--- src/rtl/pm_min_select_if.sv ---
// Handshake/bus bundle for the best-path-metric selector: beat stream in,
// one winning metric/index per frame out.
interface pm_min_select_if #(
  parameter int LANES     = 16,
  parameter int PM_W      = 8,
  parameter int OUT_IDX_W = 7
);
  logic                  in_valid;
  logic [LANES*PM_W-1:0] in_pm;
  logic [OUT_IDX_W-1:0]  idx_base;
  logic                  idx_reverse;
  logic                  out_valid;
  logic [PM_W-1:0]       out_pm;
  logic [OUT_IDX_W-1:0]  out_idx;
  logic                  busy;

  modport master (
    output in_valid, in_pm, idx_base, idx_reverse,
    input  out_valid, out_pm, out_idx, busy
  );

  modport slave (
    input  in_valid, in_pm, idx_base, idx_reverse,
    output out_valid, out_pm, out_idx, busy
  );
endinterface

--- src/rtl/pm_min_select_pipe.sv ---
// Streaming best-path-metric selector: registered comparator tree per beat,
// running best across a frame's beats, remapped winner index per frame.

// Modulo-aware pairwise select; operand a is always the lower raw index.
module pm_cmp_node #(
  parameter int PM_W    = 8,
  parameter int IDX_W   = 4,
  parameter int SEL_MAX = 0
) (
  input  logic [PM_W-1:0]  a_pm,
  input  logic [IDX_W-1:0] a_idx,
  input  logic [PM_W-1:0]  b_pm,
  input  logic [IDX_W-1:0] b_idx,
  output logic [PM_W-1:0]  w_pm,
  output logic [IDX_W-1:0] w_idx
);
  logic [PM_W-1:0] diff;
  logic            a_wins;

  always_comb begin
    diff = a_pm - b_pm;
    if (SEL_MAX != 0) a_wins = ~diff[PM_W-1];
    else              a_wins = diff[PM_W-1] | (a_pm == b_pm);
    w_pm  = a_wins ? a_pm  : b_pm;
    w_idx = a_wins ? a_idx : b_idx;
  end
endmodule

module pm_min_select_pipe #(
  parameter int NUM_PM    = 64,
  parameter int LANES     = 16,
  parameter int PM_W      = 8,
  parameter int OUT_IDX_W = 7,
  parameter int SEL_MAX   = 0
) (
  input logic           clk,
  input logic           rst_n,
  pm_min_select_if.slave bus
);
  localparam int D      = $clog2(LANES);
  localparam int LW     = D;
  localparam int BEATS  = NUM_PM / LANES;
  localparam int RAW_W  = $clog2(NUM_PM);
  localparam int BEAT_W = (BEATS > 1) ? $clog2(BEATS) : 1;

  typedef struct packed {
    logic [BEAT_W-1:0]    beat;
    logic                 first;
    logic                 last;
    logic [OUT_IDX_W-1:0] base;
    logic                 rev;
  } tag_t;

  // ---------------- comparator tree ----------------
  // Heap layout: node i compares children 2i (lower lanes) and 2i+1.
  // Children at or above LANES are the raw input lanes.
  logic [LANES-1:0][PM_W-1:0] leaf_pm;
  logic [LANES-1:0][LW-1:0]   leaf_idx;
  logic [LANES-1:1][PM_W-1:0] nd_pm_d,  nd_pm_q;
  logic [LANES-1:1][LW-1:0]   nd_idx_d, nd_idx_q;

  genvar j, i;
  for (j = 0; j < LANES; j++) begin : g_leaf
    assign leaf_pm[j]  = bus.in_pm[j*PM_W +: PM_W];
    assign leaf_idx[j] = LW'(j);
  end

  for (i = 1; i < LANES; i++) begin : g_node
    logic [PM_W-1:0] l_pm,  r_pm;
    logic [LW-1:0]   l_idx, r_idx;

    if (2*i >= LANES) begin : g_from_leaf
      assign l_pm  = leaf_pm[2*i-LANES];
      assign l_idx = leaf_idx[2*i-LANES];
      assign r_pm  = leaf_pm[2*i+1-LANES];
      assign r_idx = leaf_idx[2*i+1-LANES];
    end else begin : g_from_node
      assign l_pm  = nd_pm_q[2*i];
      assign l_idx = nd_idx_q[2*i];
      assign r_pm  = nd_pm_q[2*i+1];
      assign r_idx = nd_idx_q[2*i+1];
    end

    pm_cmp_node #(.PM_W(PM_W), .IDX_W(LW), .SEL_MAX(SEL_MAX)) u_cmp (
      .a_pm (l_pm),
      .a_idx(l_idx),
      .b_pm (r_pm),
      .b_idx(r_idx),
      .w_pm (nd_pm_d[i]),
      .w_idx(nd_idx_d[i])
    );
  end

  // Tree data is qualified by vld_pipe_q, so it needs no reset.
  always_ff @(posedge clk) begin
    nd_pm_q  <= nd_pm_d;
    nd_idx_q <= nd_idx_d;
  end

  // ---------------- beat counter and tag pipeline ----------------
  logic [BEAT_W-1:0] beat_cnt_d, beat_cnt_q;
  logic              last_beat;
  logic [D:1]        vld_pipe_d, vld_pipe_q;
  tag_t [D:1]        tag_d, tag_q;

  assign last_beat = (beat_cnt_q == BEAT_W'(BEATS-1));

  always_comb begin
    beat_cnt_d = beat_cnt_q;
    if (bus.in_valid) beat_cnt_d = last_beat ? '0 : beat_cnt_q + BEAT_W'(1);

    vld_pipe_d = '0;
    tag_d      = '0;
    vld_pipe_d[1]  = bus.in_valid;
    tag_d[1].beat  = beat_cnt_q;
    tag_d[1].first = (beat_cnt_q == '0);
    tag_d[1].last  = last_beat;
    tag_d[1].base  = bus.idx_base;
    tag_d[1].rev   = bus.idx_reverse;
    for (int k = 2; k <= D; k++) begin
      vld_pipe_d[k] = vld_pipe_q[k-1];
      tag_d[k]      = tag_q[k-1];
    end
  end

  // ---------------- cross-beat accumulator ----------------
  tag_t                 tag_o;
  logic [RAW_W-1:0]     cand_raw;
  logic [PM_W-1:0]      acc_win_pm;
  logic [RAW_W-1:0]     acc_win_raw;
  logic [PM_W-1:0]      acc_pm_d,   acc_pm_q;
  logic [RAW_W-1:0]     acc_raw_d,  acc_raw_q;
  logic [OUT_IDX_W-1:0] acc_base_d, acc_base_q;
  logic                 acc_rev_d,  acc_rev_q;
  logic                 done_d,     done_q;

  assign tag_o    = tag_q[D];
  assign cand_raw = (RAW_W'(tag_o.beat) << LW) | RAW_W'(nd_idx_q[1]);

  // The held best is always from an earlier beat, hence the a operand.
  pm_cmp_node #(.PM_W(PM_W), .IDX_W(RAW_W), .SEL_MAX(SEL_MAX)) u_acc_cmp (
    .a_pm (acc_pm_q),
    .a_idx(acc_raw_q),
    .b_pm (nd_pm_q[1]),
    .b_idx(cand_raw),
    .w_pm (acc_win_pm),
    .w_idx(acc_win_raw)
  );

  always_comb begin
    acc_pm_d   = acc_pm_q;
    acc_raw_d  = acc_raw_q;
    acc_base_d = acc_base_q;
    acc_rev_d  = acc_rev_q;
    if (vld_pipe_q[D]) begin
      if (tag_o.first) begin
        acc_pm_d   = nd_pm_q[1];
        acc_raw_d  = cand_raw;
        acc_base_d = tag_o.base;
        acc_rev_d  = tag_o.rev;
      end else begin
        acc_pm_d  = acc_win_pm;
        acc_raw_d = acc_win_raw;
      end
    end
    done_d = vld_pipe_q[D] & tag_o.last;
  end

  // ---------------- output stage ----------------
  logic [RAW_W-1:0]     raw_eff;
  logic                 out_valid_d, out_valid_q;
  logic [PM_W-1:0]      out_pm_d,    out_pm_q;
  logic [OUT_IDX_W-1:0] out_idx_d,   out_idx_q;
  logic                 busy_d,      busy_q;

  always_comb begin
    // NUM_PM is a power of two, so NUM_PM-1-raw is the bitwise complement.
    raw_eff     = acc_rev_q ? ~acc_raw_q : acc_raw_q;
    out_valid_d = done_q;
    out_pm_d    = out_pm_q;
    out_idx_d   = out_idx_q;
    if (done_q) begin
      out_pm_d  = acc_pm_q;
      out_idx_d = acc_base_q + OUT_IDX_W'(raw_eff);
    end
    busy_d = bus.in_valid | (beat_cnt_q != '0) | (|vld_pipe_q) | done_q;
  end

  always_ff @(posedge clk) begin
    if (!rst_n) begin
      beat_cnt_q  <= '0;
      vld_pipe_q  <= '0;
      tag_q       <= '0;
      acc_pm_q    <= '0;
      acc_raw_q   <= '0;
      acc_base_q  <= '0;
      acc_rev_q   <= 1'b0;
      done_q      <= 1'b0;
      out_valid_q <= 1'b0;
      out_pm_q    <= '0;
      out_idx_q   <= '0;
      busy_q      <= 1'b0;
    end else begin
      beat_cnt_q  <= beat_cnt_d;
      vld_pipe_q  <= vld_pipe_d;
      tag_q       <= tag_d;
      acc_pm_q    <= acc_pm_d;
      acc_raw_q   <= acc_raw_d;
      acc_base_q  <= acc_base_d;
      acc_rev_q   <= acc_rev_d;
      done_q      <= done_d;
      out_valid_q <= out_valid_d;
      out_pm_q    <= out_pm_d;
      out_idx_q   <= out_idx_d;
      busy_q      <= busy_d;
    end
  end

  assign bus.out_valid = out_valid_q;
  assign bus.out_pm    = out_pm_q;
  assign bus.out_idx   = out_idx_q;
  assign bus.busy      = busy_q;
endmodule

--- src/flat_wrapper.sv ---
// flat-port wrapper written by rule: the top's interface ports become plain ports
module pm_min_select_pipe_flat 
#(
  parameter int NUM_PM    = 64,
  parameter int LANES     = 16,
  parameter int PM_W      = 8,
  parameter int OUT_IDX_W = 7,
  parameter int SEL_MAX   = 0
)
  (clk, rst_n, bus_in_valid, bus_in_pm, bus_idx_base, bus_idx_reverse, bus_out_valid, bus_out_pm, bus_out_idx, bus_busy);
  pm_min_select_if #(.LANES(LANES), .PM_W(PM_W), .OUT_IDX_W(OUT_IDX_W)) bus_i ();
  input logic clk;
  input logic rst_n;
  input wire logic [$bits(bus_i.in_valid)-1:0] bus_in_valid;
  input wire logic [$bits(bus_i.in_pm)-1:0] bus_in_pm;
  input wire logic [$bits(bus_i.idx_base)-1:0] bus_idx_base;
  input wire logic [$bits(bus_i.idx_reverse)-1:0] bus_idx_reverse;
  output wire logic [$bits(bus_i.out_valid)-1:0] bus_out_valid;
  output wire logic [$bits(bus_i.out_pm)-1:0] bus_out_pm;
  output wire logic [$bits(bus_i.out_idx)-1:0] bus_out_idx;
  output wire logic [$bits(bus_i.busy)-1:0] bus_busy;
  assign bus_i.in_valid = bus_in_valid;
  assign bus_i.in_pm = bus_in_pm;
  assign bus_i.idx_base = bus_idx_base;
  assign bus_i.idx_reverse = bus_idx_reverse;
  assign bus_out_valid = bus_i.out_valid;
  assign bus_out_pm = bus_i.out_pm;
  assign bus_out_idx = bus_i.out_idx;
  assign bus_busy = bus_i.busy;
  pm_min_select_pipe #(.NUM_PM(NUM_PM), .LANES(LANES), .PM_W(PM_W), .OUT_IDX_W(OUT_IDX_W), .SEL_MAX(SEL_MAX)) u_core (.clk(clk), .rst_n(rst_n), .bus(bus_i));
endmodule
--- config.mk ---
export PLATFORM = sky130hd
export DESIGN_NAME = pm_min_select_pipe_flat
export DESIGN_NICKNAME = d
export VERILOG_FILES = /design/src/rtl/pm_min_select_if.sv /design/src/rtl/pm_min_select_pipe.sv /design/src/flat_wrapper.sv
export SDC_FILE = /design/constraint.sdc
export NUM_CORES = 1
export LEC_CHECK = 0
export BUFFER_PORTS_ARGS = -buffer_cell sky130_fd_sc_hd__buf_2
export CAP_MARGIN = 30
export CORE_ASPECT_RATIO = 1.25
export CORE_MARGIN = 3
export CORE_UTILIZATION = 57
export CTS_BUF_LIST = sky130_fd_sc_hd__clkbuf_4 sky130_fd_sc_hd__clkbuf_8
export DETAILED_ROUTE_END_ITERATION = 10
export GPL_ROUTABILITY_DRIVEN = 1
export MAX_ROUTING_LAYER = met4
export PLACE_DENSITY = 0.88
export SLEW_MARGIN = 20
export SYNTH_ARGS = -nofsm -noshare
export SYNTH_HDL_FRONTEND = slang
export SYNTH_HIERARCHICAL = 1
export SYNTH_SLANG_ARGS = --single-unit
--- constraint.sdc ---
create_clock -name clk -period 1.9 [get_ports clk]
set_input_delay 0.475 -clock clk [delete_from_list [all_inputs] [get_ports clk]]
set_output_delay 0.475 -clock clk [all_outputs]
set_load 0.03 [all_outputs]
==> summary.md <==
| Metric | Value |
|---|---|
| Peak VDD IR | approximately 700 uV |
| I/O pins | roughly 160 |
| Fin crit share | 113.0% |
| Clock sink total | 274 |
| Total global-route track usage | approximately 28% |
| Post-synthesis sequential area ratio | 31.85% |
| Clock Power Share | 21.3% |
| Reg power frac | 30.9% |
| Global-route wire length before repair | 77.88 mm |
| Synthesis Warnings | 6 |
| Vias per cell | 6.451 |
| Clk pin slew, worst setup/hold paths | 70 ps |
| # fillers | 1915 |
| Largest net degree at the start of global routing | 62 |
| Wire per inst | 18.31 microns |
| Slowest CP cell | dfxtp_2 |
| Critical path class | reg -> reg |
| Hold buffers post-CTS | 0 |
| WL final | 48.69 mm |
| IO Port Bufs | 155 |
| RSZ-0062 raised after global routing | yes |
| Maximum capacitance violations | 0 |
| Cell Chain, Critical Path | inv_2 -> ha_4 -> and4_4 -> o21a_4 -> buf_12 -> o211a_4 -> o211ai_1 -> mux2i_1 -> nand2_1 -> o211a_1 |
| Root cell of the clock tree | clkbuf_8 |
| Vias in the first global route | 16976 |
| Final setup viols | 14 |
| Die Span Y | 200.3 microns |
| Antenna Violating Nets Remaining | 0 |
| Worst skew pair latency | a little under 600 ps |
| Tightest Pin Transition | 867.8 ps |
| Synth cell types | 40 |
| H-tree depth | 2 |
| Worst-path fanout max | 8 |
| Layout net count | 2492 |
| Status | complete, but fails checks |
| Hold WC Path Type | in -> reg |
| Failing checks | negative setup slack |
| Critical Path RT | 2370 ps |
| Net Sw Power | about 11 mW |
| Initial DRC count | 1690 |
| Mapped Area | 17220 sq um |
| Comb power frac | 47.8% |
| Worst hold start | bus_idx_reverse |
| Int Power | 15.99 mW |
| CTS tree | built |
| Cells after Synth | 1881 |
| Worst Path Arrival | 2610 ps |
| Synthesis-to-finish area growth | 24.99% |
| Flip-flop and latch count after synthesis | approximately 270 |
| Commonest non-fill, non-tap cells in the layout | dfxtp_1 (251), buf_4 (211), nand4_1 (194) |
| Residual DRC | 0 |
| Final hold slack | 109.6 ps |
| Number of synthesized flops with an enable pin | 0 |
| GPL Wtd Cong | between 0.8 and 0.9 |
| Share of cells above drive strength 1 | 32.35% |
| Count of pins over their slew limit | 0 |
| Die W | 161.5 microns |
| Core area | approximately 30000 sq um |
| Post-route setup slack | -247.8 ps |
| Drt pass-1 iters | 6 |
| Row count | 70 |
| Leakage power | roughly 9.4 nW |
| Main synth FF type | dfxtp_1 |
| Critical Path End Type | flop |
| R2R Path Start | u_core/nd_pm_q[4] |
| Switching portion of total power | 40.41% |
| Fmax achieved | 465.6 MHz |
| Worst Skew | roughly 30 ps |
| Via count | about 17000 |
| Critical Path Source | u_core/nd_pm_q[4] |
| ANT cells | 0 |
| GR Overflow Total | 0 |
| Clk buf depth | 3 |
| Clock period minus worst slack | 2148 ps |
| Cts bufs inserted | 43 |
| Full die area | 32350 sq um |
| Asr flop ratio synth | 0% |
| Most common cell after layout, fill and taps aside | dfxtp_1 |
| Slew headroom | 41.76% |
| PD cells | 1246 nW/um^2 |
| Max stage delay on crit path | 340 ps |
| Place WS | -339.4 ps |
| Fin. Hold Viols | 0 |
| Worst Setup Start Kind | flop |
| Initial antenna violation count | 0 |
| Starting Density | 58.35% |
| Mean area per synthesized cell | 9.156 sq um |
| DP HPWL | 32.91 mm |
-- registers in the layout, indices dropped and copies added, names as in the netlist, 12 cells and up --
name / count
u_core/g_node.r_idx: 28
u_core/g_node.l_idx: 28
u_core/g_node.l_pm: 56
u_core/g_node.r_pm: 56
u_core/tag_d: 36
u_core/tag_o: 12
-- timing repair --
| item | in CTS | in global routing |
|---|---|---|
| pin swaps | 10 | 18 |
| setup endpoints to repair | 94 | 96 |
| gates resized for setup | 56 | 102 |
| setup buffers | 3 | 5 |
| cloned | 3 | 2 |
-- metal layers --
metal	part of all wire, %	vias to the layer above	GRT usage (%)	wire length, microns
met5	0	-	-	0
met4	4.1	0	12.51	1978
met3	5.8	189	3.600	2834
met2	52	832	49.83	25080
met1	39	8134	32.26	18790
li1	-	7999	-	-
-- cell usage after synthesis (17+ instances only) --
cell	count	area [sq um]
o21ai_1	46	230.2
o211a_1	30	300.3
nand2_1	58	217.7
xor2_1	22	192.7
o2111ai_1	180	1577
a21oi_1	34	170.2
clkbuf_1	121	454.2
buf_2	38	190.2
nand3_1	24	120.1
o21ai_0	180	900.9
o211ai_2	150	1877
nand4_1	194	1214
ha_1	121	1514
o21a_1	32	240.2
mux2i_1	26	260.3
inv_1	116	435.4
buf_6	20	225.2
and2_1	53	331.6
o211ai_1	46	345.3
xnor2_1	17	148.9
dfxtp_1	274	5485
-- final timing paths --
check / endpoint / slack [ps] / cells after the start
hold reg to reg: u_core/tag_o[10] / 420 / 1
setup / recovery: u_core/acc_raw_q[1] / -250 / 10
setup reg to reg: u_core/acc_raw_q[1] / -250 / 10
hold / removal: u_core/tag_d[12] / 110 / 2
-- critical path: cells and delay by family, from the launching register on --
kind / cells / cell delay [ps]
AND/OR/NAND/NOR: 2 / 370
buffers and inverters: 2 / 190
flip-flops: 1 / 340
multiplexers: 1 / 240
AO/OA/AOI/OAI: 4 / 640
adder cells (fa/ha/maj): 1 / 280
-- metrics by stage --
| step | instances | TNS (ps) | power (mW) | cell area (sq um) | utilization [%] |
|---|---|---|---|---|---|
| 5_1_grt | 2659 | -3281 | 28.25 | 21530 | 72.93 |
| 3_3_place_gp | 2569 | -16250 | 18.84 | 19880 | 67.36 |
| 4_1_cts | 2652 | -502.4 | 25.52 | 21130 | 71.58 |
| 2_1_floorplan | 1975 | -310.2 | 16.10 | 17600 | - |
| 3_5_place_dp | 2569 | -26200 | 19.41 | 19880 | 67.36 |
| 6_report | 2659 | -1758 | 26.83 | 21530 | 72.93 |
-- power by group through the flow --
stage	Sequential (mW)	Clock, mW	Combinational (mW)
2_1_floorplan	7.88	0	8.22
3_3_place_gp	8.21	0	10.6
3_5_place_dp	8.26	0	11.1
4_1_cts	8.18	5.76	11.6
5_1_grt	8.39	6.04	13.8
6_report	8.29	5.72	12.8
-- cells by family after synthesis --
logic type	count (synthesis)	synth area share [%]
other	2	0.04361
muxes	26	1.511
adders and majority gates	122	8.907
DFF	274	31.85
buffers and inverters	299	7.752
xor gates and xnor gates	39	1.983
and+or+nand+nor	387	13.53
AOI/OAI and AO/OA	732	34.42
-- layout make-up --
cell class                      count  area [sq um]  area share (%)
Tap cell                          396         495.5           2.302
Clock buffer                       64         830.8           3.860
Inverter                          116         435.4           2.023
Timing Repair Buffer              392          2840           13.19
Multi-Input combinational cell   1404         11230           52.19
Sequential cell                   274          5517           25.63
Clock inverter                     13         173.9          0.8080
(Power assumes the default switching activity.)
